**src/rtl/seg7_scan_decoder_pkg.sv**
```systemverilog
// seg7_pkg: definitions shared by the 7-segment scan decoder and the display
// driver, so that encoding and decoding always use the same table.
//   scan_state_t : frame reassembly states
//   HEX_SEG      : active-high gfedcba pattern for each hex nibble
//   seg_decode() : pattern -> {valid, nibble}; unknown patterns give nibble 0
package seg7_pkg;

  typedef enum logic [1:0] {
    ST_SYNC    = 2'd0,
    ST_COLLECT = 2'd1,
    ST_DONE    = 2'd2
  } scan_state_t;

  // Packed array, element [15] first: F E d C b A 9 8 7 6 5 4 3 2 1 0
  localparam logic [15:0][6:0] HEX_SEG = {
    7'h71, 7'h79, 7'h5E, 7'h39, 7'h7C, 7'h77, 7'h6F, 7'h7F,
    7'h07, 7'h7D, 7'h6D, 7'h66, 7'h4F, 7'h5B, 7'h06, 7'h3F
  };

  typedef struct packed {
    logic       valid;
    logic [3:0] nibble;
  } seg_decode_t;

  function automatic seg_decode_t seg_decode(input logic [6:0] seg_on);
    seg_decode_t r;
    r.valid  = 1'b0;
    r.nibble = 4'h0;
    for (int i = 0; i < 16; i++) begin
      if (HEX_SEG[i] == seg_on) begin
        r.valid  = 1'b1;
        r.nibble = i[3:0];
      end
    end
    return r;
  endfunction

endpackage

```
**src/rtl/seg7_scan_decoder_if.sv**
```systemverilog
// seg7_scan_decoder_if: the scanned 7-segment pin bundle.
//   SEG[7:0] : segments, active low (SEG[0]=a .. SEG[6]=g, SEG[7]=dp)
//   AN[7:0]  : digit enables, active low (AN[i] selects digit i)
// master drives the pins (display driver / bench), slave observes them.
interface seg7_scan_decoder_if;
  logic [7:0] SEG;
  logic [7:0] AN;

  modport master (output SEG, output AN);
  modport slave  (input SEG, input AN);
endinterface

```
**src/rtl/seg7_scan_decoder_sample.sv**
```systemverilog
// seg7_sample_filter: registers the SEG/AN pins and emits a one-cycle accept
// strobe the first cycle a pattern has been seen STABLE_CYCLES times in a row.
//   clk, RST       : clock, synchronous active-low reset
//   seg_in, an_in  : raw pins
//   accept         : one-shot strobe, aligned with seg_acc/an_acc
//   seg_acc, an_acc: the registered sample (valid while accept is high)
module seg7_sample_filter #(
  parameter int STABLE_CYCLES = 4
) (
  input  logic       clk,
  input  logic       RST,
  input  logic [7:0] seg_in,
  input  logic [7:0] an_in,
  output logic       accept,
  output logic [7:0] seg_acc,
  output logic [7:0] an_acc
);

  localparam int RW = $clog2(STABLE_CYCLES + 1);

  logic [15:0]   sample_reg;
  logic [RW-1:0] run_reg;
  logic          same;

  assign same    = ({seg_in, an_in} == sample_reg);
  assign seg_acc = sample_reg[15:8];
  assign an_acc  = sample_reg[7:0];

  always_ff @(posedge clk) begin
    if (!RST) begin
      sample_reg <= 16'h0000;
      run_reg    <= '0;
      accept     <= 1'b0;
    end else begin
      sample_reg <= {seg_in, an_in};
      if (!same)
        run_reg <= RW'(1);
      else if (run_reg != RW'(STABLE_CYCLES))
        run_reg <= run_reg + 1'b1;
      // Fires exactly when the run counter steps onto STABLE_CYCLES, so a
      // long hold (saturated counter) is accepted only once.
      accept <= same && (run_reg == RW'(STABLE_CYCLES - 1));
    end
  end

endmodule

```
**src/rtl/seg7_scan_decoder.sv**
```systemverilog
// seg7_scan_decoder: reads back a multiplexed 8-digit 7-segment display.
// Debounced digits are decoded to nibbles and assembled into a 32-bit word.
//   clk, RST    : clock, synchronous active-low reset
//   pins        : SEG/AN pin bundle (slave)
//   clear_err   : clears digit_err (a same-cycle error set wins)
//   value       : last complete frame, nibble i from digit i
//   dp_mask     : last complete frame's decimal points
//   frame_valid : one-cycle pulse when value/dp_mask update
//   digit_err   : sticky, set on undecodable pattern or multiple AN low
//   lost_sync   : one-cycle pulse when a stalled partial frame is dropped
import seg7_pkg::*;

module seg7_scan_decoder #(
  parameter int STABLE_CYCLES  = 4,
  parameter int TIMEOUT_CYCLES = 4096
) (
  input  logic                 clk,
  input  logic                 RST,
  seg7_scan_decoder_if.slave   pins,
  input  logic                 clear_err,
  output logic [31:0]          value,
  output logic [7:0]           dp_mask,
  output logic                 frame_valid,
  output logic                 digit_err,
  output logic                 lost_sync
);

  localparam int IW = $clog2(TIMEOUT_CYCLES + 1);

  logic        accept;
  logic [7:0]  seg_acc;
  logic [7:0]  an_acc;

  seg7_sample_filter #(.STABLE_CYCLES(STABLE_CYCLES)) u_filter (
    .clk     (clk),
    .RST     (RST),
    .seg_in  (pins.SEG),
    .an_in   (pins.AN),
    .accept  (accept),
    .seg_acc (seg_acc),
    .an_acc  (an_acc)
  );

  logic [7:0]  digit_on;
  logic [2:0]  idx;
  logic [7:0]  idx_bit;
  seg_decode_t dec;
  logic        dp_bit;
  logic        valid_acc;
  logic        err_set;

  assign digit_on  = ~an_acc;
  assign dec       = seg_decode(~seg_acc[6:0]);
  assign dp_bit    = ~seg_acc[7];
  assign valid_acc = accept && $onehot(digit_on);
  // Blank (no digit enabled) is silently ignored; several enabled is an error.
  assign err_set   = (accept && (digit_on != 8'h00) && !$onehot(digit_on)) ||
                     (valid_acc && !dec.valid);

  always_comb begin
    idx = 3'd0;
    for (int i = 0; i < 8; i++)
      if (digit_on[i]) idx = i[2:0];
  end

  assign idx_bit = 8'h01 << idx;

  scan_state_t   state_reg;
  logic [7:0]    seen_reg;
  logic [31:0]   shadow_val_reg;
  logic [7:0]    shadow_dp_reg;
  logic [IW-1:0] idle_reg;

  always_ff @(posedge clk) begin
    if (!RST) begin
      state_reg      <= ST_SYNC;
      seen_reg       <= 8'h00;
      shadow_val_reg <= 32'h0;
      shadow_dp_reg  <= 8'h00;
      idle_reg       <= '0;
      value          <= 32'h0;
      dp_mask        <= 8'h00;
      frame_valid    <= 1'b0;
      digit_err      <= 1'b0;
      lost_sync      <= 1'b0;
    end else begin
      frame_valid <= 1'b0;
      lost_sync   <= 1'b0;

      if (err_set)
        digit_err <= 1'b1;
      else if (clear_err)
        digit_err <= 1'b0;

      if (valid_acc)
        idle_reg <= '0;
      else if (idle_reg != IW'(TIMEOUT_CYCLES))
        idle_reg <= idle_reg + 1'b1;

      case (state_reg)
        ST_SYNC: begin
          if (valid_acc && idx == 3'd0) begin
            shadow_val_reg[3:0] <= dec.nibble;
            shadow_dp_reg[0]    <= dp_bit;
            seen_reg            <= 8'h01;
            state_reg           <= ST_COLLECT;
          end
        end

        ST_COLLECT: begin
          if (valid_acc) begin
            if (idx == 3'd0) begin
              shadow_val_reg[3:0] <= dec.nibble;
              shadow_dp_reg[0]    <= dp_bit;
              seen_reg            <= 8'h01;
            end else if (seen_reg != 8'h00) begin
              // seen == 0 right after a frame: wait for digit 0 like SYNC.
              shadow_val_reg[{idx, 2'b00} +: 4] <= dec.nibble;
              shadow_dp_reg[idx]                <= dp_bit;
              seen_reg                          <= seen_reg | idx_bit;
              if ((seen_reg | idx_bit) == 8'hFF)
                state_reg <= ST_DONE;
            end
          end else if (idle_reg == IW'(TIMEOUT_CYCLES) && seen_reg != 8'h00) begin
            shadow_val_reg <= 32'h0;
            shadow_dp_reg  <= 8'h00;
            seen_reg       <= 8'h00;
            lost_sync      <= 1'b1;
            state_reg      <= ST_SYNC;
          end
        end

        ST_DONE: begin
          value       <= shadow_val_reg;
          dp_mask     <= shadow_dp_reg;
          frame_valid <= 1'b1;
          seen_reg    <= 8'h00;
          state_reg   <= ST_COLLECT;
          // A digit 0 landing here starts the next frame immediately.
          if (valid_acc && idx == 3'd0) begin
            shadow_val_reg[3:0] <= dec.nibble;
            shadow_dp_reg[0]    <= dp_bit;
            seen_reg            <= 8'h01;
          end
        end

        default: state_reg <= ST_SYNC;
      endcase
    end
  end

endmodule

```
**src/flat_wrapper.sv**
```systemverilog
// flat-port wrapper written by rule: the top's interface ports become plain ports
module seg7_scan_decoder_flat 
#(
  parameter int STABLE_CYCLES  = 4,
  parameter int TIMEOUT_CYCLES = 4096
)
  (clk, RST, clear_err, value, dp_mask, frame_valid, digit_err, lost_sync, pins_SEG, pins_AN);
  seg7_scan_decoder_if pins_i ();
  input  logic clk;
  input  logic RST;
  input  logic clear_err;
  output logic [31:0] value;
  output logic [7:0] dp_mask;
  output logic frame_valid;
  output logic digit_err;
  output logic lost_sync;
  input wire logic [$bits(pins_i.SEG)-1:0] pins_SEG;
  input wire logic [$bits(pins_i.AN)-1:0] pins_AN;
  assign pins_i.SEG = pins_SEG;
  assign pins_i.AN = pins_AN;
  seg7_scan_decoder #(.STABLE_CYCLES(STABLE_CYCLES), .TIMEOUT_CYCLES(TIMEOUT_CYCLES)) u_core (.clk(clk), .RST(RST), .pins(pins_i), .clear_err(clear_err), .value(value), .dp_mask(dp_mask), .frame_valid(frame_valid), .digit_err(digit_err), .lost_sync(lost_sync));
endmodule
```
**config.mk**
```make
export PLATFORM = sky130hd
export DESIGN_NAME = seg7_scan_decoder_flat
export DESIGN_NICKNAME = d
export VERILOG_FILES = /design/src/rtl/seg7_scan_decoder_pkg.sv /design/src/rtl/seg7_scan_decoder_if.sv /design/src/rtl/seg7_scan_decoder_sample.sv /design/src/rtl/seg7_scan_decoder.sv /design/src/flat_wrapper.sv
export SDC_FILE = /design/constraint.sdc
export NUM_CORES = 1
export LEC_CHECK = 0
export ABC_AREA = 1
export CAP_MARGIN = 20
export CELL_PAD_IN_SITES_DETAIL_PLACEMENT = 2
export CELL_PAD_IN_SITES_GLOBAL_PLACEMENT = 2
export CORE_ASPECT_RATIO = 1.1
export CORE_MARGIN = 2
export CORE_UTILIZATION = 39
export DETAILED_ROUTE_END_ITERATION = 10
export DONT_BUFFER_PORTS = 1
export PLACE_DENSITY_LB_ADDON = 0.1
export SLEW_MARGIN = 40
export SYNTH_ARGS = -nofsm -noshare
export SYNTH_HDL_FRONTEND = slang
export SYNTH_SLANG_ARGS = --single-unit
```
**constraint.sdc**
```tcl
create_clock -name clk -period 6.2 [get_ports clk]
set_input_delay 1.24 -clock clk [delete_from_list [all_inputs] [get_ports clk]]
set_output_delay 1.24 -clock clk [all_outputs]
set_load 0.03 [all_outputs]
```
==> metrics.txt, run 1 <==
outcome=completed; Largest stage delay, worst path=roughly 0.51 ns; total vias in the final route=approximately 5500; Primary FF master, synth=dfxtp_1; FMAX=230 MHz; CTS buffer count=17; P&R area growth vs syn=12.1%; post-cts sizing count=0; drt first pass iters=4; Critical Path RT=roughly 6.5 ns; xor and xnor area share after synthesis=0.0244; first-iteration detailed-routing DRC count=slightly below 200; post-synthesis sequential area ratio=0.414; critical path peak fanout=18; GP Congestion=~0.85; Placeable Area=between 0.015 and 0.02 mm2; first-pass GRT wire length=~32000 um; Tot GR Track Use=0.245; CP Buf/Inv Count=4; Max Slew Vio Count=0; grt total ovfl=0; I/O Buffers=0; Setup Fix Bufs, Post-CTS=0; hold_buf cts=0; FF+latch count, synth=126; Chip Width=around 120 um; Synth Area in Simple Gates=0.279; Crit path max-delay family=adder cells; initial antenna violation count=0; cell taking the most area after synthesis=dfxtp_1; Synth Area in Adders=0.0686; leakage power figure=between 2 and 3 nW; worst slew pin tran=0.647 ns; n_diodes=0; Yosys Warn Count=0; root buf cell=clkbuf_16; Final Cycle Share=0.702; Tmin final=around 4.4 ns; Syn Inst Count=between 800 and 900; DR WL/cell=roughly 18 um; Final Skew=roughly 0.010 ns; setup tns final=0 ns; share of cells above drive strength 1=0.0943; initial core utilization=0.402; Compound-Gate Fraction of Synth Area=0.127; vias per inst=approximately 5.3; Yosys top cell area share=0.414; Clock Sinks=126; die area=around 0.017 mm2; post-route design area=about 0.0068 mm2; clk buf depth=2; post-synth cell types=42; Fill cells=between 1500 and 2000; IO Pins=62; post-synthesis mux area share=0.00164; WP data arrival=between 4 and 5 ns; H-tree levels=4; Avg Inst Size Synth=about 7.3 um2; Hold Slack=about 0.47 ns; CP Cell Sequence=inv_1, ha_1, inv_1, fa_1, inv_1, fa_1, ha_1, fa_1, nor2_1, nand3b_1, nor2_4, inv_2, a21oi_4, o21ai_0, nand2_1, a21oi_1; worst hold path class=reg2reg; Final HPWL DP=13500 um; CTS tree=yes; peak supply drop=around 210 uV; top-count cell post-synth=nand2_1; Setup Viol. Count Final=0; ANT nets after route=0; leading post-synthesis cells by instance count=nand2_1, nor2_1, dfxtp_1, inv_1, a21oi_1; FFs w/ async S/R, synth=0; Post-Syn Area=0.00609 mm2; WS Path Type=reg2reg; syn_nets=~880; pwr dens=just over 400 mW/mm2; startpoint types=flop; slowest CP cell=a21oi_4; top cells by area, synth=dfxtp_1, nand2_1, nor2_1; final hold violation count=0; Nets=~880; final core utilization=0.450; slew margin rel.=0.568; RSZ-0062 raised after global routing=no; Max Cap Violations=0; total wire length=19000 um; DRC=0; vias in the first global route=a little over 6000; crit end category=flop; Clock transition at path regs=0.06 ns; die span in y=around 140 um; pin count of the biggest net entering global routing=67; placed inst area=between 0.006 and 0.007 mm2; Clock Latency Late Sink=around 0.43 ns; number of core rows=47; Post-synth EDFFs=0; combinational family with the most area after synthesis=simple AND/OR/NAND/NOR gates
[cells by family after synthesis]
| kind of cell | count (synthesis) |
|---|---|
| buf+inv | 132 |
| flops | 126 |
| xor+xnor | 17 |
| simple gates | 378 |
| compound gates | 146 |
| fa+ha+maj | 31 |
| mux | 1 |
[final timing paths]
path,start,end,slack [ns],cells past startpoint
worst min register to register,u_core.shadow_dp_reg[3],u_core.shadow_dp_reg[3],0.47,2
worst min-delay path,u_core.shadow_dp_reg[3],u_core.shadow_dp_reg[3],0.47,2
worst max register to register,u_core.u_filter.sample_reg[5],u_core.shadow_dp_reg[4],1.85,16
worst max-delay path,u_core.u_filter.sample_reg[5],u_core.shadow_dp_reg[4],1.85,16
[through the flow]
| step | total power, mW | std cells | setup WS [ns] |
|---|---|---|---|
| final | 2.82 | 1034 | 1.85 |
| after global placement | 1.75 | 1002 | 2.17 |
| after CTS | 2.85 | 1034 | 1.78 |
| after detailed placement | 1.80 | 1002 | 1.91 |
| after global routing | 2.98 | 1034 | 1.57 |
| after floorplan | 1.63 | 831 | 2.71 |
[cell usage in the layout (no fill, tap or decap), types with 6 or more instances in the layout]
master / netlist / layout
ha_1: 27 / 27
inv_2: 13 / 12
inv_6: 0 / 7
inv_1: 91 / 91
nor3_1: 11 / 11
o21ai_1: 6 / 6
nor2_4: 9 / 9
a21oi_1: 68 / 68
xnor2_1: 16 / 16
nor2_1: 132 / 132
nand2_1: 144 / 144
dfxtp_1: 126 / 126
clkbuf_16: 0 / 17
o21ai_0: 61 / 61
nand3_1: 36 / 36
nand4_1: 21 / 21
[worst reg2reg max path, cell delays in order, from the launching register on]
cell and delay [ns]:
dfxtp_1 0.40, inv_1 0.09, ha_1 0.30, inv_1 0.06, fa_1 0.36, inv_1 0.09, fa_1 0.44, ha_1 0.24
fa_1 0.43, nor2_1 0.10, nand3b_1 0.16, nor2_4 0.37, inv_2 0.21, a21oi_4 0.51, o21ai_0 0.25, nand2_1 0.13
a21oi_1 0.06
[report_power, final]
part	total, mW	internal, mW	switching, mW
clock network	1.03	0.606	0.425
registers	1.18	0.931	0.251
logic	0.604	0.180	0.424
total	2.82	1.72	1.10
[layout make-up]
class / count / area (um2) / area share
Tap cell: 196 / 245 / 0.0359
Inverter: 106 / 403 / 0.0590
Clock buffer: 17 / 425 / 0.0623
Multi-Input combinational cell: 573 / 3050 / 0.447
Timing Repair Buffer: 1 / 7.51 / 0.00110
Clock inverter: 15 / 175 / 0.0256
Sequential cell: 126 / 2520 / 0.369
[per-layer routing]
metal | share of wire | GRT usage | vias up
met3 | 0.032 | 0.0507 | 26
met2 | 0.52 | 0.440 | 85
met5 | 0 | 0 | -
met1 | 0.43 | 0.287 | 2678
li1 | - | - | 2666
met4 | 0.018 | 0.0827 | 0
Note: power is estimated with default switching activity, not from simulation.
==> run 2: changes to the inputs <==
--- a/config.mk
+++ b/config.mk
@@ -5,13 +5,13 @@
 export SDC_FILE = /design/constraint.sdc
 export NUM_CORES = 1
 export LEC_CHECK = 0
-export ABC_AREA = 1
+export ABC_AREA = 0
 export CAP_MARGIN = 20
 export CELL_PAD_IN_SITES_DETAIL_PLACEMENT = 2
 export CELL_PAD_IN_SITES_GLOBAL_PLACEMENT = 2
 export CORE_ASPECT_RATIO = 1.1
 export CORE_MARGIN = 2
-export CORE_UTILIZATION = 39
+export CORE_UTILIZATION = 40
 export DETAILED_ROUTE_END_ITERATION = 10
 export DONT_BUFFER_PORTS = 1
 export PLACE_DENSITY_LB_ADDON = 0.1
==> constraint.sdc (replaced) <==
create_clock -name clk -period 4.15 [get_ports clk]
set_input_delay 0.83 -clock clk [delete_from_list [all_inputs] [get_ports clk]]
set_output_delay 0.83 -clock clk [all_outputs]
set_load 0.03 [all_outputs]
==> metrics.txt, run 2 <==
worst hold path class=reg2reg; Worst Hold Launch=u_core.shadow_val_reg[10]; Nets=~710; Chip Width=roughly 120 um; total wire length=between 15000 and 20000 um; Avg Inst Size Synth=about 9.4 um2; startpoint types=flop; initial core utilization=0.408; Clock Latency Late Sink=between 0.4 and 0.5 ns; Syn Inst Count=655; WP data arrival=about 4.4 ns; vias in the first global route=5489; die span in y=around 130 um; DRC=0; top-count cell post-synth=dfxtp_1; Primary FF master, synth=dfxtp_1; CTS buffer count=17; FFs w/ async S/R, synth=0; CTS tree=yes; final core utilization=0.468; first-pass GRT wire length=29400 um; Tot GR Track Use=0.233; Clock transition at path regs=roughly 0.060 ns; Fill cells=1656; crit end category=flop; Metal-1 WL=approximately 8200 um; initial antenna violation count=0; I/O Buffers=0; Detail Route met2 WL=~9200 um; FMAX=between 200 and 250 MHz; share of cells above drive strength 1=0.147; Final Cycle Share=0.964; leading post-synthesis cells by instance count=dfxtp_1, nor2_1, mux2i_1, nand2_1, inv_1; DR WL/cell=21.1 um; root buf cell=clkbuf_16; Yosys top cell area share=0.411; Max Cap Violations=0; final hold violation count=0; critical path peak fanout=4; worst slew pin tran=0.776 ns; n_diodes=0; ANT nets after route=0; Critical Path RT=4.52 ns; post-synth cell types=between 70 and 80; post-synthesis sequential area ratio=0.411; clk buf depth=2; H-tree levels=4; commonest cells after routing, fill and taps aside=dfxtp_1, nor2_1, mux2i_1; pre-CTS WS=0.102 ns; Reg-to-Reg Start=u_core.u_filter.sample_reg[4]; Setup Viol. Count Final=0; post-placement cell count=about 830; Yosys Warn Count=0; P&R area growth vs syn=14.8%; Post-synth EDFFs=0; peak supply drop=306 uV; leakage power figure=between 2 and 3 nW; GP Congestion=roughly 0.8; cell taking the most area after synthesis=dfxtp_1; outcome=completed; WS Path Type=reg2reg; Clk pwr share=0.506; grt total ovfl=0; Placeable Area=roughly 0.015 mm2; syn_nets=approximately 710; Post-Syn Area=between 0.006 and 0.007 mm2; hold_buf cts=0; Max Used Layer=met4; slew margin rel.=0.482; FF+latch count, synth=between 100 and 150; Comb pwr share=0.096; Final Skew=approximately 0.0083 ns; drt first pass iters=4; first-iteration detailed-routing DRC count=around 160; Internal Power=approximately 2.3 mW; sequential share of power=0.399; pin count of the biggest net entering global routing=44; Final HPWL DP=roughly 13000 um; Tmin final=4.00 ns; IO Pins=62; Worst setup startpoint=u_core.u_filter.sample_reg[4]; pwr dens=449 mW/mm2; final cell count without fillers=870; register area=0.00253 mm2; Setup WS post-layout=roughly 0.15 ns; vias per inst=5.65; met3 wire length=approximately 560 um; area of the multi-input gates=around 0.0034 mm2; Clock Sinks=~130; die area=about 0.016 mm2; commonest non-fill, non-tap cell in the layout=dfxtp_1; top cells by area, synth=dfxtp_1, mux2i_1, ha_1; number of core rows=47; Max Slew Vio Count=0; total vias in the final route=~4900; Switching Share=0.260; P_sw=approximately 820 uW
==> run 2: path summary, 6_finish.rpt <==
kind / end / slack [ns] / depth (start not counted)
worst min-delay path: u_core.shadow_val_reg[10] / 0.48 / 1
worst max register to register: u_core.shadow_val_reg[5] / 0.15 / 13
worst min register to register: u_core.shadow_val_reg[10] / 0.48 / 1
worst max-delay path: u_core.shadow_val_reg[5] / 0.15 / 13
==> run 2: repair_timing <==
action,CTS,global route
setup buffers,0,7
setup endpoints to repair,0,51
gates resized for setup,0,15
==> run 2: final cells by class <==
class	count	area share
inverters	33	0.0179
clock buffers	19	0.0643
multi-input cells	463	0.477
flip-flops and latches	126	0.359
well taps	196	0.0348
clock inverters	13	0.0252
repair buffers	20	0.0213
==> run 2: critical path: stages (launching register included) <==
cell and delay, ns:
dfxtp_2 0.32, inv_1 0.07, ha_2 0.20, fa_1 0.52
fa_1 0.56, ha_2 0.18, fa_1 0.46, nor4b_4 0.29
buf_4 0.19, nand3_4 0.10, or3_4 0.45, nor2_4 0.10
nor4b_4 0.31, a22o_1 0.18
==> run 2: cell families after synthesis <==
logic type,count (synthesis),synth area share
mux,44,0.0728
compound gates,126,0.158
fa+ha+maj,31,0.0681
buf+inv,66,0.0467
flops,126,0.411
simple gates,230,0.197
xor+xnor,32,0.0457
==> run 2: power by group through the flow <==
stage | Sequential [mW] | Combinational (mW) | Clock [mW]
after floorplan | 1.27 | 0.229 | 0
after global placement | 1.28 | 0.264 | 0
after detailed placement | 1.29 | 0.276 | 0
after CTS | 1.26 | 0.285 | 1.62
after global routing | 1.26 | 0.334 | 1.70
final | 1.26 | 0.303 | 1.60
==> run 2: per-stage QoR <==
step	power, mW	hold WS, ns	cell area, um2	setup TNS (ns)
after floorplan	1.50	0.432	6140	0
after global placement	1.55	0.463	6320	0
after detailed placement	1.56	0.467	6320	0
after CTS	3.17	0.483	6950	0
after global routing	3.29	0.489	7040	-1.66
final	3.16	0.479	7040	0
==> run 2: metal layers <==
layer | vias to the layer above | track usage
met5 | - | 0
met4 | 0 | 0.0805
met3 | 23 | 0.0480
met2 | 78 | 0.397
met1 | 2499 | 0.291
li1 | 2318 | -
